### src/rtl/mouse_receiver_if.sv
// Receive-side signal bundle for the PS/2 mouse link: raw pins and the enable from
// the mouse master, plus the byte/strobe/error results returned to that master.
interface mouse_receiver_if;
  logic       CLK_MOUSE_IN;
  logic       DATA_MOUSE_IN;
  logic       READ_ENABLE;
  logic       BYTE_READ;
  logic [7:0] BYTE;
  logic [1:0] BYTE_ERROR_CODE;

  modport slave (
    input  CLK_MOUSE_IN, DATA_MOUSE_IN, READ_ENABLE,
    output BYTE_READ, BYTE, BYTE_ERROR_CODE
  );

  modport master (
    output CLK_MOUSE_IN, DATA_MOUSE_IN, READ_ENABLE,
    input  BYTE_READ, BYTE, BYTE_ERROR_CODE
  );
endinterface

### src/rtl/mouse_receiver.sv
// PS/2 device-to-host deserialiser: samples 11-bit frames on mouse-clock falling edges
// and hands each byte plus parity/stop error flags to the master with a one-cycle strobe.
module mouse_receiver #(
  parameter int TIMEOUT_CYCLES = 50000
) (
  input  logic             CLK,
  input  logic             RESET,
  mouse_receiver_if.slave  bus
);

  localparam int             TW         = $clog2(TIMEOUT_CYCLES);
  localparam logic [TW-1:0]  TIMER_TERM = TW'(TIMEOUT_CYCLES - 1);

  typedef enum logic [4:0] {
    IDLE   = 5'b00001,
    DATA   = 5'b00010,
    PARITY = 5'b00100,
    STOP   = 5'b01000,
    DONE   = 5'b10000
  } state_t;

  state_t          state_q, state_d;
  logic [2:0]      clk_dly_q, clk_dly_d;
  logic [1:0]      data_dly_q, data_dly_d;
  logic [2:0]      bit_cnt_q, bit_cnt_d;
  logic [TW-1:0]   timer_q, timer_d;
  logic [7:0]      shreg_q, shreg_d;
  logic            perr_q, perr_d;
  logic            serr_q, serr_d;
  logic [7:0]      byte_q, byte_d;
  logic [1:0]      err_q, err_d;
  logic            byte_read_q, byte_read_d;

  logic            fall_s;
  logic            sampled_s;

  assign fall_s    = clk_dly_q[2] & ~clk_dly_q[1];
  assign sampled_s = data_dly_q[1];

  assign bus.BYTE_READ       = byte_read_q;
  assign bus.BYTE            = byte_q;
  assign bus.BYTE_ERROR_CODE = err_q;

  // Synchronisers, frame FSM and result capture.
  always_comb begin
    state_d     = state_q;
    clk_dly_d   = {clk_dly_q[1:0], bus.CLK_MOUSE_IN};
    data_dly_d  = {data_dly_q[0], bus.DATA_MOUSE_IN};
    bit_cnt_d   = bit_cnt_q;
    timer_d     = timer_q;
    shreg_d     = shreg_q;
    perr_d      = perr_q;
    serr_d      = serr_q;
    byte_d      = byte_q;
    err_d       = err_q;
    byte_read_d = 1'b0;

    case (state_q)
      IDLE: begin
        timer_d = '0;
        if (fall_s && bus.READ_ENABLE && !sampled_s) begin
          state_d   = DATA;
          bit_cnt_d = 3'd0;
        end else begin
          state_d = IDLE;
        end
      end

      DATA, PARITY, STOP: begin
        // A fall beats an expiring timer; an enable drop beats both.
        if (!bus.READ_ENABLE) begin
          state_d = IDLE;
        end else if (fall_s) begin
          timer_d = '0;
          case (state_q)
            DATA: begin
              shreg_d   = {sampled_s, shreg_q[7:1]};
              bit_cnt_d = bit_cnt_q + 3'd1;
              if (bit_cnt_q == 3'd7) begin
                state_d = PARITY;
              end else begin
                state_d = DATA;
              end
            end
            PARITY: begin
              perr_d  = (sampled_s != ~^shreg_q);
              state_d = STOP;
            end
            STOP: begin
              // Results are loaded on entry to DONE so they are valid alongside the strobe.
              serr_d      = (sampled_s != 1'b1);
              byte_d      = shreg_q;
              err_d       = {(sampled_s != 1'b1), perr_q};
              byte_read_d = 1'b1;
              state_d     = DONE;
            end
            default: begin
              state_d = IDLE;
            end
          endcase
        end else if (timer_q == TIMER_TERM) begin
          state_d = IDLE;
        end else begin
          timer_d = timer_q + {{(TW-1){1'b0}}, 1'b1};
        end
      end

      DONE: begin
        timer_d = '0;
        state_d = IDLE;
      end

      default: begin
        state_d = IDLE;
      end
    endcase
  end

  // State and datapath registers; sync stages rest at the idle-high line level.
  always_ff @(posedge CLK or negedge RESET) begin
    if (!RESET) begin
      state_q     <= IDLE;
      clk_dly_q   <= 3'b111;
      data_dly_q  <= 2'b11;
      bit_cnt_q   <= 3'd0;
      timer_q     <= '0;
      shreg_q     <= 8'h00;
      perr_q      <= 1'b0;
      serr_q      <= 1'b0;
      byte_q      <= 8'h00;
      err_q       <= 2'b00;
      byte_read_q <= 1'b0;
    end else begin
      state_q     <= state_d;
      clk_dly_q   <= clk_dly_d;
      data_dly_q  <= data_dly_d;
      bit_cnt_q   <= bit_cnt_d;
      timer_q     <= timer_d;
      shreg_q     <= shreg_d;
      perr_q      <= perr_d;
      serr_q      <= serr_d;
      byte_q      <= byte_d;
      err_q       <= err_d;
      byte_read_q <= byte_read_d;
    end
  end

endmodule
### src/flat_wrapper.sv
// flat-port wrapper written by rule: the top's interface ports become plain ports
module mouse_receiver_flat 
#(
  parameter int TIMEOUT_CYCLES = 50000
)
  (CLK, RESET, bus_CLK_MOUSE_IN, bus_DATA_MOUSE_IN, bus_READ_ENABLE, bus_BYTE_READ, bus_BYTE, bus_BYTE_ERROR_CODE);
  mouse_receiver_if bus_i ();
  input  logic CLK;
  input  logic RESET;
  input wire logic [$bits(bus_i.CLK_MOUSE_IN)-1:0] bus_CLK_MOUSE_IN;
  input wire logic [$bits(bus_i.DATA_MOUSE_IN)-1:0] bus_DATA_MOUSE_IN;
  input wire logic [$bits(bus_i.READ_ENABLE)-1:0] bus_READ_ENABLE;
  output wire logic [$bits(bus_i.BYTE_READ)-1:0] bus_BYTE_READ;
  output wire logic [$bits(bus_i.BYTE)-1:0] bus_BYTE;
  output wire logic [$bits(bus_i.BYTE_ERROR_CODE)-1:0] bus_BYTE_ERROR_CODE;
  assign bus_i.CLK_MOUSE_IN = bus_CLK_MOUSE_IN;
  assign bus_i.DATA_MOUSE_IN = bus_DATA_MOUSE_IN;
  assign bus_i.READ_ENABLE = bus_READ_ENABLE;
  assign bus_BYTE_READ = bus_i.BYTE_READ;
  assign bus_BYTE = bus_i.BYTE;
  assign bus_BYTE_ERROR_CODE = bus_i.BYTE_ERROR_CODE;
  mouse_receiver #(.TIMEOUT_CYCLES(TIMEOUT_CYCLES)) u_core (.CLK(CLK), .RESET(RESET), .bus(bus_i));
endmodule
### config.mk
export PLATFORM = sky130hd
export DESIGN_NAME = mouse_receiver_flat
export DESIGN_NICKNAME = d
export VERILOG_FILES = /design/src/rtl/mouse_receiver_if.sv /design/src/rtl/mouse_receiver.sv /design/src/flat_wrapper.sv
export SDC_FILE = /design/constraint.sdc
export NUM_CORES = 1
export LEC_CHECK = 0
export CAP_MARGIN = 10
export CORE_MARGIN = 4
export CORE_UTILIZATION = 50
export CTS_BUF_LIST = sky130_fd_sc_hd__clkbuf_4
export DETAILED_ROUTE_END_ITERATION = 16
export PLACE_DENSITY_LB_ADDON = 0.1
export SETUP_SLACK_MARGIN = 0.2
export SLEW_MARGIN = 20
export SYNTH_ARGS = -nofsm -noshare
export SYNTH_HDL_FRONTEND = slang
export SYNTH_SLANG_ARGS = --single-unit
### constraint.sdc
create_clock -name CLK -period 2.4 [get_ports CLK]
set_input_delay 0.36 -clock CLK [delete_from_list [all_inputs] [get_ports CLK]]
set_output_delay 0.36 -clock CLK [all_outputs]
set_load 0.01 [all_outputs]
## Yosys cells after proc, flatten, opt, wreduce, memory -nomap -nowiden

Cells that the tools add are included.

| word-level totals | value |
|---|---|
| flip-flop bits (word level) | 49 |
| bits of input ports | 5 |
| output and inout port bits | 11 |
| word-level logic and storage cells | 62 |

| operators by class | value |
|---|---|
| add/sub/neg operators | 2 |
| eq/ne operators | 14 |
| muxes and demuxes | 20 |
| bitwise operators | 3 |
| reduce and logical (&&, ||, !) cells | 13 |

Operators with widths:

| operator | number |
|---|---|
| two-way mux 16 bit | 3 |
| one-hot mux 16 bit (2 select lines) | 1 |
| adder 16 x 1 -> 16 bit, second input constant | 1 |
| equality test 16 bit, second input constant | 1 |
| two-way mux 3 bit | 5 |
| two-way mux 5 bit | 3 |
| one-hot mux 5 bit (3 select lines) | 1 |
| AND reduction 4 bit | 3 |
| one-hot mux 5 bit (2 select lines) | 1 |
| XNOR reduction 8 bit | 1 |
| != test 2 x 1 -> 1 bit, second input constant | 3 |
| one-hot mux 3 bit (2 select lines) | 1 |
| equality test 5 x 1 -> 1 bit, second input constant | 1 |
| equality test 5 x 2 -> 1 bit, second input constant | 1 |
| equality test 5 x 3 -> 1 bit, second input constant | 1 |
| equality test 5 x 4 -> 1 bit, second input constant | 1 |
| equality test 5 bit, second input constant | 1 |
| AND reduction 5 bit | 1 |
| two-way mux 1 bit | 4 |
| != test 4 x 2 -> 1 bit, second input constant | 1 |
| nonzero test 2 bit | 2 |
| adder 3 x 1 -> 3 bit, second input constant | 1 |
| equality test 3 bit, second input constant | 1 |
| != test 3 x 2 -> 1 bit, second input constant | 1 |
| 10 further kinds | 12 |

## Logic depth before layout (Yosys ltp)

| logic depth | value |
|---|---|
| depth in word-level cells | 6 |
| gate-level depth with buffers | 8 |
| gate-level depth less buffers | 6 |

## Worst setup path before layout

OpenSTA, ideal clock, no wires.

| timing | value |
|---|---|
| path kind | register to register |
| from | register u_core.clk_dly_q[2] |
| to | register u_core.byte_q[0] (netlist: u_core.bus.BYTE[0]) |
| library setup time | 0.125 ns |
| arrival | 1.839 ns |
| data required time | 2.275 ns |
| setup slack | 0.435 ns |
| cell stages (with the launch flop) | 8 |
| buffers on the path | 3 |
| clock period less this slack | 1.965 ns |
| path through | dfstp_2 > nor2b_4 > buf_6 > nand3_2 > or4b_4 > buf_6 > buf_8 > mux2_4 |

| on the way | value |
|---|---|
| longest elaborated chain between the ends | 2 |

Ends and longest elaborated chain:

| what | RTL line | RTL |
|---|---|---|
| from (decl) | mouse_receiver.sv:23 | `logic [2:0] clk_dly_q, clk_dly_d;` |
| from (signal assigned) | mouse_receiver.sv:135 | `clk_dly_q <= clk_dly_d;` |
| bitwise AND 1 bit | mouse_receiver.sv:37 | `assign fall_s = clk_dly_q[2] & ~clk_dly_q[1];` |
| AND reduction 4 bit (no line) | - |  |
| to (signal assigned) | mouse_receiver.sv:142 | `byte_q <= byte_d;` |
| to (decl) | mouse_receiver.sv:30 | `logic [7:0] byte_q, byte_d;` |

No other way between the ends.
A chain may end at the register's enable or synchronous reset.

## Final worst setup path

| timing | value |
|---|---|
| from | register u_core.state_q[3] |
| to | register u_core.timer_q[6] |

| on the way | value |
|---|---|
| longest elaborated chain between the ends | 4 |
| elaborated cells between the ends (all ways) | 12 |
| those cells by class | 7 x eq/ne; 1 x mux; 4 x reduce/logical |

Ends and longest elaborated chain:

| what | RTL line | RTL |
|---|---|---|
| from (decl) | mouse_receiver.sv:22 | `state_t state_q, state_d;` |
| from (signal assigned) | mouse_receiver.sv:134 | `state_q <= state_d;` |
| equality test 5 x 2 -> 1 bit, or another cell as far along | mouse_receiver.sv:58 | `case (state_q)` |
| OR reduction 3 bit / OR reduction 2 bit (equally long branches) | - |  |
| != test 3 x 2 -> 1 bit (no line), or another cell as far along | - |  |
| AND reduction 3 bit (no line) | - |  |
| to (signal assigned) | mouse_receiver.sv:138 | `timer_q <= timer_d;` |
| to (decl) | mouse_receiver.sv:26 | `logic [TW-1:0] timer_q, timer_d;` |

Parallel ways exist; a longest one is shown, timed or not.

==> reports/qor.csv <==
metric,value,unit
Final Critical Period,2.02,ns
GR Util All Layers,17.1,%
Layout area overhead,11.0,%
r2r endpoint,u_core.timer_q[6],
kind of critical path,reg2reg,
full die area,5990,µm²
Fillers,389,
register area share after synthesis,51.2,%
post-synthesis average cell area,10.7,µm²
total wire length,4640,µm
TritonCTS clock tree,done,
Via density,5.84,
"Hold Vio Cnt, Final",0,
ys async rst share,100,%
Post-DP HPWL,3260,µm
max-slew violations,0,
M1 GR Usage,21.4,%
LEAKAGE,1.30,nW
Worst-Skew Late Latency,0.37,ns
grt met2 use,29.2,%
commonest cells in the netlist,"dfrtp_1 (43), nand2_1 (39), a31oi_1 (11)",
NumNets Final,250,
Final period util,84.0,%
global-route wire length before repair,8300,µm
CP endpoint,u_core.timer_q[6],
initial antenna violation count,0,
Worst Skew,0.0175,ns
WP data arrival,2.28,ns
RSZ-0062 raised after global routing,false,
CTS buffer count,5,
Post-Syn Nets,234,
Port Buffers,15,
Placed Cells,286,
R2R Setup Slk,0.38,ns
final cell count without fillers,295,
Initial DRT Pass Iterations,4,
Critical path origin,u_core.state_q[3],
fin worst setup slack,0.384,ns
max-cap violations,0,
most common cell in the netlist,dfrtp_1,
Mapped Cells,226,
First DRT Iteration DRCs,119,
"EDFF count, synth",0,
Setup TNS,0,ns
clock-pin slew on the worst setup and hold paths,0.16,ns
Synth Register Bits,49,
post-layout util,59.3,%
pre-CTS WS,0.202,ns
core area,4500,µm²
clk sinks,49,
ys flop type,dfrtp_1,
initial cell density of the core,53.5,%
Slew HR,54.3,%
Worst Hold Class,reg2reg,
diode count,0,
area occupied by multi-input gates,1090,µm²
r2r worst-path depth,5,
reg-to-reg startpoint,u_core.state_q[3],
die width,77.4,µm
grt total ovfl,0,
CP required,2.66,ns
DRC Markers,0,
CTS Root Cell,clkbuf_4,
Power Density,526,nW/µm²
crit-path max FO,9,
largest net degree at the start of global routing,26,
Peak VDD IR,366,µV
Synth Cell Area,2410,µm²
final setup vio count,0,
Synth area leaders,"dfrtp_1 (45%), dfstp_2 (6.5%), nand2_1 (6.1%)",
Worst Setup End Kind,register,
routability congestion estimate,0.791,
htree depth,2,
Max Clock Freq,496,MHz
Post-CTS Setup Inserts,0,
Routed Antenna Nets,0,
Tot Pwr,1.40,mW
IO Pins,16,
share of cells above drive strength 1,15.6,%
M3 GR Usage,3.47,%
"area leader, netlist",dfrtp_1,
FF+latch area,1230,µm²
status,finished clean,
die height,77.4,µm
Least-Margin Pin Slew,0.685,ns
post-synth cell types,47,
Max Root-Sink Buffers,2,
CP Launch Type,register,
Synth Warn #,0,
Core Rows,24,
Synth top area share,44.7,%
vias in the first global route,1816,
grt peak-use layer,met2,
Wirelength per Cell,15.7,µm
total number of vias,1724,
==> flip-flops by register name, indices dropped and copies added, names as in the netlist <==
signal                      count
u_core.timer_q                 16
u_core.bus.BYTE                 8
u_core.shreg_q                  8
u_core.state_q                  5
u_core.bit_cnt_q                3
u_core.clk_dly_q                3
u_core.bus.BYTE_ERROR_CODE      2
u_core.data_dly_q               2
u_core.bus.BYTE_READ            1
u_core.perr_q                   1
==> worst max-delay path, cell delays in order (launching register included) <==
cell	delay [ns]
dfrtp_1	0.51
nor3_1	0.44
nand3_1	0.13
o211a_1	0.17
or2_4	0.29
a221o_1	0.36
==> repair_timing <==
action	CTS	global route
hold buffers	1	0
endpoints found under the setup margin	0	8
hold endpoints to repair	21	0
gates resized for setup	0	2
==> layout make-up <==
class | instances | area share [%]
clock buffer | 5 | 1.40
clock inverter | 3 | 1.78
inverter | 5 | 0.702
multi-input combinational | 162 | 40.9
sequential | 49 | 46.2
tap | 52 | 2.43
timing repair buffer | 19 | 6.65
==> routing by layer <==
metal	share of wire, %	up-vias	wire [µm]
met1	46	844	2120
li1	-	847	-
met5	0	-	0
met4	0.62	0	29
met2	51	29	2380
met3	2.4	4	111
==> stage by stage <==
stage | hold WS (ns) | cell area (µm²)
floorplan | 0.0644 | 2410
global route | 0.359 | 2670
CTS | 0.369 | 2660
finish | 0.366 | 2670
global placement | 0.347 | 2570
detailed placement | 0.349 | 2570
==> cell usage in the layout, fill, tap and decap left out, drive strengths merged, types with 2 or more instances in the layout <==
cell,count
a41oi,2
nor3,2
a21oi,8
clkdlybuf4s50,14
mux2,10
clkbuf,5
o21ai,8
nor2,12
dfrtp,43
dfstp,6
nand3,8
a21o,3
nand2,39
inv,7
ha,3
nor4b,2
o211ai,2
xnor2,6
a31oi,11
and3,6
nand4,5
nor4bb,3
and4,2
a221o,3
or2,3
buf,4
xor2,5
nor3b,3
a22o,4
==> report_power, final <==
| part | internal [mW] | switching [mW] | leakage (nW) |
|---|---|---|---|
| combinational | 0.0213 | 0.0357 | 0.590 |
| sequential | 0.836 | 0.00807 | 0.664 |
| clock | 0.227 | 0.276 | 0.0462 |
| total | 1.09 | 0.320 | 1.30 |
==> cell families (layout without fill, tap and decap cells) <==
logic type	Yosys count	count (layout)	share of synthesized area, %
XOR/XNOR	11	11	4.00
adder cells (fa/ha/maj)	3	3	1.56
buffers and inverters	15	32	3.79
multiplexers	10	10	5.61
flip-flops	49	49	51.2
AO/OA/AOI/OAI	45	45	12.7
AND/OR/NAND/NOR	93	93	21.1
==> worst min path at each step <==
| stage | startpoint | to | slack, ns | depth (start not counted) |
|---|---|---|---|---|
| 2_1_floorplan | RESET | u_core.bit_cnt_q[0] | 0.06 | 0 |
| 3_3_place_gp | u_core.data_dly_q[0] | u_core.data_dly_q[1] | 0.35 | 0 |
| 3_5_place_dp | u_core.clk_dly_q[0] | u_core.clk_dly_q[1] | 0.35 | 0 |
| 4_1_cts | bus_CLK_MOUSE_IN | u_core.clk_dly_q[0] | 0.37 | 1 |
| 5_1_grt | bus_CLK_MOUSE_IN | u_core.clk_dly_q[0] | 0.36 | 1 |
| 6_report | u_core.clk_dly_q[0] | u_core.clk_dly_q[1] | 0.37 | 0 |
Note: power is estimated with default switching activity, not from simulation.
